<file path="config.mk">
export PLATFORM = sky130hd
export DESIGN_NAME = alu_packet_engine_flat
export DESIGN_NICKNAME = d
export VERILOG_FILES = /design/src/rtl/alu_packet_engine_if.sv /design/src/rtl/alu_packet_engine.sv /design/src/flat_wrapper.sv
export SDC_FILE = /design/constraint.sdc
export NUM_CORES = 1
export LEC_CHECK = 0
export ABC_AREA = 0
export BUFFER_PORTS_ARGS = -buffer_cell sky130_fd_sc_hd__clkbuf_2
export CELL_PAD_IN_SITES_DETAIL_PLACEMENT = 1
export CELL_PAD_IN_SITES_GLOBAL_PLACEMENT = 1
export CORE_ASPECT_RATIO = 1.5
export CORE_MARGIN = 1.5
export CORE_UTILIZATION = 43
export DETAILED_ROUTE_END_ITERATION = 8
export PLACE_DENSITY = 0.87
export SYNTH_ARGS = -nofsm -noshare
export SYNTH_HDL_FRONTEND = slang
export SYNTH_SLANG_ARGS = --single-unit
</file>
<file path="constraint.sdc">
create_clock -name clk_i -period 4 [get_ports clk_i]
set_clock_uncertainty 0.1 [all_clocks]
set_input_delay 0.2 -clock clk_i [delete_from_list [all_inputs] [get_ports clk_i]]
set_output_delay 0.2 -clock clk_i [all_outputs]
set_load 0.005 [all_outputs]
</file>
<file path="src/rtl/alu_packet_engine_if.sv">
// Byte-stream bus for alu_packet_engine: inbound (s_axis) and outbound (m_axis) handshakes.
// The engine connects through the slave modport; the traffic source/sink uses master.
interface alu_packet_engine_if;
  logic [7:0] s_axis_tdata_i;
  logic       s_axis_tvalid_i;
  logic       s_axis_tready_o;
  logic [7:0] m_axis_tdata_o;
  logic       m_axis_tvalid_o;
  logic       m_axis_tready_i;

  modport slave (
    input  s_axis_tdata_i,
    input  s_axis_tvalid_i,
    output s_axis_tready_o,
    output m_axis_tdata_o,
    output m_axis_tvalid_o,
    input  m_axis_tready_i
  );

  modport master (
    output s_axis_tdata_i,
    output s_axis_tvalid_i,
    input  s_axis_tready_o,
    input  m_axis_tdata_o,
    input  m_axis_tvalid_o,
    output m_axis_tready_i
  );
endinterface

</file>
<file path="src/rtl/alu_packet_engine.sv">
// Packet engine: parses opcode/reserved/length header, then echoes or sums the payload.
// Define ALU_PKT_SUB_EN to enable opcode 0x02 (first operand minus all later operands).
module alu_packet_engine #(
  parameter int OPERAND_WIDTH = 32,
  parameter int MAX_PAYLOAD   = 1024
) (
  input  logic               clk_i,
  input  logic               reset_i,
  alu_packet_engine_if.slave bus,
  output logic               busy_o,
  output logic               err_o
);
  localparam int NBYTES = OPERAND_WIDTH / 8;
  localparam logic [7:0] OP_ECHO = 8'hEC;
  localparam logic [7:0] OP_ADD  = 8'h01;
`ifdef ALU_PKT_SUB_EN
  localparam logic [7:0] OP_SUB  = 8'h02;
`endif

  typedef enum logic [2:0] {IDLE, RSVD, LEN_LO, LEN_HI, ECHO, ACCUM, RESULT, DRAIN} state_t;
  state_t state, state_next;

  logic [7:0]               opcode, len_lo, echo_data;
  logic                     echo_valid, err_q;
  logic [15:0]              remaining, length, payload;
  logic [OPERAND_WIDTH-1:0] acc, op_buf, res_shift, new_op, acc_next;
  logic [3:0]               byte_pos, res_cnt;
  logic                     in_fire, out_fire, len_bad, op_known, op_done;
`ifdef ALU_PKT_SUB_EN
  logic                     first_op, is_sub;
`endif

  assign in_fire  = bus.s_axis_tvalid_i && bus.s_axis_tready_o;
  assign out_fire = bus.m_axis_tvalid_o && bus.m_axis_tready_i;
  assign busy_o   = (state != IDLE);
  assign err_o    = err_q;

  // Header decode and operand assembly; a trailing partial operand closes on the last payload byte.
  always_comb begin
    length   = {bus.s_axis_tdata_i, len_lo};
    payload  = length - 16'd4;
    len_bad  = (length < 16'd4) || (32'(payload) > $unsigned(MAX_PAYLOAD));
`ifdef ALU_PKT_SUB_EN
    op_known = (opcode == OP_ECHO) || (opcode == OP_ADD) || (opcode == OP_SUB);
`else
    op_known = (opcode == OP_ECHO) || (opcode == OP_ADD);
`endif
    new_op   = op_buf | (OPERAND_WIDTH'(bus.s_axis_tdata_i) << {byte_pos, 3'b000});
    op_done  = (byte_pos == 4'(NBYTES - 1)) || (remaining == 16'd1);
`ifdef ALU_PKT_SUB_EN
    if (first_op)    acc_next = new_op;
    else if (is_sub) acc_next = acc - new_op;
    else             acc_next = acc + new_op;
`else
    acc_next = acc + new_op;
`endif
  end

  always_ff @(posedge clk_i) begin
    if (reset_i) state <= IDLE;
    else         state <= state_next;
  end

  always_comb begin
    state_next          = state;
    bus.s_axis_tready_o = 1'b0;
    bus.m_axis_tvalid_o = 1'b0;
    bus.m_axis_tdata_o  = echo_data;
    case (state)
      IDLE: begin
        bus.s_axis_tready_o = 1'b1;
        if (bus.s_axis_tvalid_i) state_next = RSVD;
      end
      RSVD: begin
        bus.s_axis_tready_o = 1'b1;
        if (bus.s_axis_tvalid_i) state_next = LEN_LO;
      end
      LEN_LO: begin
        bus.s_axis_tready_o = 1'b1;
        if (bus.s_axis_tvalid_i) state_next = LEN_HI;
      end
      LEN_HI: begin
        bus.s_axis_tready_o = 1'b1;
        if (bus.s_axis_tvalid_i) begin
          if (len_bad)               state_next = IDLE;
          else if (!op_known)        state_next = (payload == 16'd0) ? IDLE : DRAIN;
          else if (opcode == OP_ECHO) state_next = (payload == 16'd0) ? IDLE : ECHO;
          else                       state_next = (payload == 16'd0) ? RESULT : ACCUM;
        end
      end
      // Stay here after the last byte is taken until the output register has emptied.
      ECHO: begin
        bus.s_axis_tready_o = (remaining != 16'd0) && (!echo_valid || bus.m_axis_tready_i);
        bus.m_axis_tvalid_o = echo_valid;
        if (remaining == 16'd0 && (!echo_valid || bus.m_axis_tready_i)) state_next = IDLE;
      end
      ACCUM: begin
        bus.s_axis_tready_o = 1'b1;
        if (bus.s_axis_tvalid_i && remaining == 16'd1) state_next = RESULT;
      end
      RESULT: begin
        bus.m_axis_tvalid_o = 1'b1;
        bus.m_axis_tdata_o  = res_shift[7:0];
        if (bus.m_axis_tready_i && res_cnt == 4'd1) state_next = IDLE;
      end
      DRAIN: begin
        bus.s_axis_tready_o = 1'b1;
        if (bus.s_axis_tvalid_i && remaining == 16'd1) state_next = IDLE;
      end
      default: state_next = IDLE;
    endcase
    if (reset_i) bus.s_axis_tready_o = 1'b0;
  end

  always_ff @(posedge clk_i) begin
    if (reset_i) begin
      opcode     <= '0;
      len_lo     <= '0;
      echo_data  <= '0;
      echo_valid <= 1'b0;
      err_q      <= 1'b0;
      remaining  <= '0;
      acc        <= '0;
      op_buf     <= '0;
      res_shift  <= '0;
      byte_pos   <= '0;
      res_cnt    <= '0;
`ifdef ALU_PKT_SUB_EN
      first_op   <= 1'b0;
      is_sub     <= 1'b0;
`endif
    end else begin
      err_q <= 1'b0;
      case (state)
        IDLE: if (in_fire) begin
          opcode   <= bus.s_axis_tdata_i;
          acc      <= '0;
          op_buf   <= '0;
          byte_pos <= '0;
`ifdef ALU_PKT_SUB_EN
          first_op <= 1'b1;
          is_sub   <= (bus.s_axis_tdata_i == OP_SUB);
`endif
        end
        LEN_LO: if (in_fire) len_lo <= bus.s_axis_tdata_i;
        LEN_HI: if (in_fire) begin
          remaining <= payload;
          res_cnt   <= 4'(NBYTES);
          res_shift <= '0;
          err_q     <= len_bad || !op_known;
        end
        ECHO: begin
          if (in_fire) begin
            echo_data  <= bus.s_axis_tdata_i;
            echo_valid <= 1'b1;
            remaining  <= remaining - 16'd1;
          end else if (out_fire) begin
            echo_valid <= 1'b0;
          end
        end
        ACCUM: if (in_fire) begin
          remaining <= remaining - 16'd1;
          if (op_done) begin
            acc       <= acc_next;
            res_shift <= acc_next;
            op_buf    <= '0;
            byte_pos  <= '0;
`ifdef ALU_PKT_SUB_EN
            first_op  <= 1'b0;
`endif
          end else begin
            op_buf   <= new_op;
            byte_pos <= byte_pos + 4'd1;
          end
        end
        RESULT: if (out_fire) begin
          res_shift <= res_shift >> 8;
          res_cnt   <= res_cnt - 4'd1;
        end
        DRAIN: if (in_fire) remaining <= remaining - 16'd1;
        default: ;
      endcase
    end
  end
endmodule

</file>
<file path="src/flat_wrapper.sv">
// flat-port wrapper written by rule: the top's interface ports become plain ports
module alu_packet_engine_flat 
#(
  parameter int OPERAND_WIDTH = 32,
  parameter int MAX_PAYLOAD   = 1024
)
  (clk_i, reset_i, busy_o, err_o, bus_s_axis_tdata_i, bus_s_axis_tvalid_i, bus_s_axis_tready_o, bus_m_axis_tdata_o, bus_m_axis_tvalid_o, bus_m_axis_tready_i);
  alu_packet_engine_if bus_i ();
  input  logic clk_i;
  input  logic reset_i;
  output logic busy_o;
  output logic err_o;
  input wire logic [$bits(bus_i.s_axis_tdata_i)-1:0] bus_s_axis_tdata_i;
  input wire logic [$bits(bus_i.s_axis_tvalid_i)-1:0] bus_s_axis_tvalid_i;
  output wire logic [$bits(bus_i.s_axis_tready_o)-1:0] bus_s_axis_tready_o;
  output wire logic [$bits(bus_i.m_axis_tdata_o)-1:0] bus_m_axis_tdata_o;
  output wire logic [$bits(bus_i.m_axis_tvalid_o)-1:0] bus_m_axis_tvalid_o;
  input wire logic [$bits(bus_i.m_axis_tready_i)-1:0] bus_m_axis_tready_i;
  assign bus_i.s_axis_tdata_i = bus_s_axis_tdata_i;
  assign bus_i.s_axis_tvalid_i = bus_s_axis_tvalid_i;
  assign bus_s_axis_tready_o = bus_i.s_axis_tready_o;
  assign bus_m_axis_tdata_o = bus_i.m_axis_tdata_o;
  assign bus_m_axis_tvalid_o = bus_i.m_axis_tvalid_o;
  assign bus_i.m_axis_tready_i = bus_m_axis_tready_i;
  alu_packet_engine #(.OPERAND_WIDTH(OPERAND_WIDTH), .MAX_PAYLOAD(MAX_PAYLOAD)) u_core (.clk_i(clk_i), .reset_i(reset_i), .bus(bus_i), .busy_o(busy_o), .err_o(err_o));
endmodule
</file>
# Word level (Yosys, flattened, before mapping)
# Index checks and enable logic that the tools add are counted.
# totals
word_cells	125
inputBits	12
output_inout_bits	12
regBits	149
# op_classes
n_lt_le_gt_ge	2
addsub	5
reduce_logical	36
n_eq_ne	26
shifts	1
n_mux	40
n_bitwise	3
# ops
operator	count
32-bit two-way mux	6
32-bit one-hot mux with 2 select lines	2
32-bit one-hot mux with 3 select lines	1
3-bit two-way mux	13
32-bit adder	1
16-bit zero test	2
16-bit two-way mux	2
32-bit bitwise OR	1
16-bit one-hot mux with 2 select lines	1
8-bit by 7-bit << shifter with 32-bit output	1
3-bit one-hot mux with 8 select lines	1
4-bit two-way mux	5
2-bit by 1-bit != test with 1-bit output (second input constant)	10
16-bit by 1-bit == test with 1-bit output (second input constant)	1
16-bit by 11-bit > comparator with 1-bit output (second input constant)	1
16-bit by 3-bit < comparator with 1-bit output (second input constant)	1
4-bit one-hot mux with 2 select lines	2
16-bit nonzero test	1
16-bit by 1-bit subtractor with 16-bit output (second input constant)	1
16-bit by 3-bit subtractor with 16-bit output (second input constant)	1
3-bit == test (second input constant)	4
3-bit AND reduction	3
8-bit by 1-bit == test with 1-bit output (second input constant)	1
8-bit == test (second input constant)	1
24 further kinds	50

# Longest topological paths before layout
# logic_depth
word_depth	8
ltp_mapped	15
mapped_depth_nobuf	13

# Worst setup path before layout
# Ideal clock, no wire load.
# synth_path
kind	register -> register
startpoint	register u_core.byte_pos[0]
endpoint	register u_core.acc[24]
setup_ps	122
required_ps	3778
synth_period_minus_slack_ps	3728
stages_incl_launch_ff	14
path_buffers	1
arrival_ps	3507
slack_ps	272
path_cell_list	dfxtp_1 > clkbuf_1 > nor4b_1 > a21o_1 > ha_1 > nand2_1 > nor3_1 > a221oi_1 > a31oi_1 > a221oi_2 > o21ai_1 > a221oi_2 > xor2_1 > o21ai_1
# synth_between
elab_chain_cells	6
elab_cells_between_ends	10
classes_between	add/sub (1); eq/ne (2); shift (1); mux (3); bitwise (1); reduce/logical (2)
# synth_rtl
item	line	source
start, declared	alu_packet_engine.sv:27	logic [3:0] byte_pos, res_cnt;
start signal, assigned	alu_packet_engine.sv:173	byte_pos <= byte_pos + 4'd1;
8-bit by 7-bit << shifter with 32-bit output	alu_packet_engine.sv:48	new_op = op_buf | (OPERAND_WIDTH'(bus.s_axis_tdata_i) << {byte_pos, 3'b000});
32-bit bitwise OR	alu_packet_engine.sv:48	
32-bit adder	alu_packet_engine.sv:55	acc_next = acc + new_op;
32-bit two-way mux	alu_packet_engine.sv:163	if (op_done) begin
32-bit two-way mux	alu_packet_engine.sv:161	ACCUM: if (in_fire) begin
32-bit one-hot mux with 2 select lines	alu_packet_engine.sv:134	case (state)
end signal, assigned	alu_packet_engine.sv:164	acc <= acc_next;
end, declared	alu_packet_engine.sv:26	logic [OPERAND_WIDTH-1:0] acc, op_buf, res_shift, new_op, acc_next;
# Several ways; a longest one is shown, not always the timed one. The select of a mux whose other input is x is not followed.
# A chain may end at the register's enable or synchronous reset.

# Worst setup path after layout
# Same ends and word-level chain as after synthesis.

==> metrics.md <==
| Metric | Value |
|---|---|
| Post-synth cell types | `76` |
| Row count | `62` |
| Worst Path Max Fanout | `9` |
| Switch share | `29.39%` |
| R2R setup slack | `200 ps` |
| Gr ovfl total | `0` |
| First-pass GRT wire length | `45.11 mm` |
| Routed Antenna Nets | `0` |
| DP HPWL | `19.80 mm` |
| YS warnings | `0` |
| I/O Buffers | `23` |
| Placed cell area | `0.008693 mm²` |
| 1st-pass router iterations | `8` |
| Placer congestion estimate | `0.9174` |
| Ratio of cells with drive above 1 in the final layout | `10.41%` |
| Initial Utilization | `43.88%` |
| CTS tree | `done` |
| Routed length per instance | `21.51 µm` |
| Crit share post-route | `95.00%` |
| Final Hold Vio Count | `0` |
| Crit path kind | `register to register` |
| Die height | `173.9 µm` |
| Flops & latches, synth | `149` |
| Number of diodes | `0` |
| Pin count of the biggest net entering global routing | `53` |
| Asr flop ratio synth | `0%` |
| Setup_tns | `0 ps` |
| Die area | `0.02034 mm²` |
| Post-Layout Inst Area | `0.009270 mm²` |
| P_leak | `3.904 nW` |
| Detailed Route WL | `28.44 mm` |
| Seq/Total Area, Yosys | `35.62%` |
| Clock Path Buffers | `2` |
| Fmax | `263.2 MHz` |
| H-tree levels | `4` |
| Crit path capture type | `register` |
| Maximum vdd drop | `0.3013 mV` |
| Initial antenna violation count | `1` |
| Max_slew headroom | `35.80%` |
| Remaining DRCs | `0` |
| All-Layer GR Usage | `28.77%` |
| Vias | `8,191` |
| P&R area growth vs syn | `10.70%` |
| Worst-path clk slew | `70 ps` |
| DRT iter0 DRCs | `508` |
| CTS Root Cell | `clkbuf_16` |
| Slew @ Worst Pin | `963.0 ps` |
| Vias/cell | `6.196` |
| CTS Buf Count | `17` |
| Sequential power share | `43.3%` |
| Layout Nets | `1,108` |
| Mean post-synth cell area | `7.923 µm²` |
| Switch Pwr | `0.001056 W` |
| Cells after Synth | `1,057` |
| Die X | `116.9 µm` |
| Max-Cap Viols | `0` |
| Critical Path Start Type | `register` |
| CORE AREA | `0.01908 mm²` |
| Comb power frac | `12.6%` |
| Boundary pin count | `24` |
| P_int | `0.002539 W` |
| Status | `completed` |
| Post-synth design cell area | `0.008374 mm²` |
| PwrDens | `387.8 mW/mm²` |
| Final setup viols | `0` |
| Clock share of power | `44.1%` |
| Clk_lat worst skew | `430 ps` |
| Post-synth EDFFs | `0` |
| Top_reg_cell synth | `dfxtp_1` |
| Post-CTS Setup Bufs | `0` |
| Final core utilization | `48.58%` |
| Worst min-delay path category | `input pin to register` |
| Fillers | `2,358` |
| Worst EP arrival | `4010 ps` |
| Hold-fix buffers, CTS | `0` |
| Critical path data required time | `4210 ps` |
| Number of global-route vias before repair | `8,564` |
| Slew Viols, Final | `0` |
| Syn nets | `1,112` |
| RSZ-0062 raised after global routing | `no` |
| Min cycle time layout | `3800 ps` |
| Clk sinks | `149` |
[metrics by stage]
step,power (W),instances,hold slack [ps],setup slack [ps]
final,0.003595,1322,56.75,200.2
after floorplan,0.001890,1057,247.5,271.6
after CTS,0.003603,1322,46.66,168.7
after global routing,0.003714,1322,91.57,54.41
after global placement,0.002006,1290,330.3,381.1
after detailed placement,0.002022,1290,346.9,283.5
[per-layer routing]
layer | GRT usage, % | up-vias | routed length, µm
li1 | - | 3735 | -
met1 | 30.11 | 4040 | 10500
met2 | 50.54 | 270 | 14520
met3 | 6.137 | 146 | 1445
met4 | 19.03 | 0 | 1979
met5 | 0 | - | 0
[placed cells by master (no fill, tap or decap), types with 7 or more instances in the layout]
master / n
nor2b_1: 8
a21oi_1: 92
mux2_2: 9
a31oi_1: 10
nand3_1: 46
inv_1: 20
nor4_1: 11
xor2_1: 24
xnor2_1: 25
o21ai_0: 64
dfxtp_1: 149
ha_1: 42
nand2_1: 133
nor2_1: 138
a22oi_1: 7
clkbuf_2: 23
a311oi_1: 22
nor3_1: 18
a211oi_1: 11
a21o_1: 38
mux2i_1: 17
clkbuf_16: 17
buf_4: 23
[Yosys cell counts, drive strengths merged (10+ instances only)]
library cell	number	area [µm²]
dfxtp	149	2983
a21o	38	285.3
nor3	18	90.09
clkbuf	53	198.9
a211oi	12	95.09
a31oi	10	62.56
o21ai	72	367.9
a21oi	93	469.2
mux2i	17	170.2
a311oi	22	192.7
xor2	24	210.2
inv	21	78.82
nand2	133	499.2
xnor2	25	219.0
ha	42	525.5
nand3	47	240.2
nor4	15	136.4
nor2	141	534.3
buf	16	97.59
[final timing paths]
check	end	depth (start not counted)	from
worst max-delay path	u_core.acc[24]	14	u_core.byte_pos[0]
worst max register to register	u_core.acc[24]	14	u_core.byte_pos[0]
worst min register to register	u_core.res_shift[31]	2	u_core.res_shift[31]
worst min-delay path	u_core.state[2]	3	bus_s_axis_tvalid_i
[state kept, by name (all words and copies together), names as in the netlist, 4 cells and up]
register	flops
u_core.byte_pos	4
u_core.len_lo	8
u_core.acc	32
u_core.res_cnt	4
u_core.op_buf	32
u_core.res_shift	32
u_core.opcode	8
u_core.remaining	16
u_core.echo_data	8
[cell families after synthesis]
group / synth area share [%]
mux: 3.242
simple gates: 22.55
compound gates: 22.43
flops: 35.62
buf+inv: 4.527
xor+xnor: 5.125
fa+ha+maj: 6.514
[power by group through the flow]
stage	clock network [W]	registers [W]	logic [W]
2_1_floorplan	0	0.00156	0.000325
3_3_place_gp	0	0.00158	0.000421
3_5_place_dp	0	0.00159	0.000435
4_1_cts	0.00160	0.00155	0.000447
5_1_grt	0.00166	0.00156	0.000494
6_report	0.00159	0.00156	0.000453
[timing repair]
action	4_1_cts	5_1_grt
resized for setup	0	1
endpoints found under the hold margin	0	0
setup endpoints to repair	0	1
[worst max-delay path: stages, from the launching register on]
cell and delay, ps:
dfxtp_1 460, nor4_1 110, buf_4 180, a21o_1 180
ha_1 230, fa_1 430, nand3_1 120, nand2_1 120
a221oi_2 370, a31oi_1 190, a221oi_2 380, o21ai_1 170
a221oi_2 380, xor2_1 190, o21ai_1 70
[cell type report]
class                      count  area, µm²  area share (%)
sequential                   149       2983           32.18
inverter                      22      82.58          0.8908
timing repair buffer          46      287.8           3.104
tap                          256      320.3           3.455
clock inverter                15      145.1           1.566
clock buffer                  17      425.4           4.589
multi-input combinational    817       5026           54.22
(Power assumes the default switching activity.)
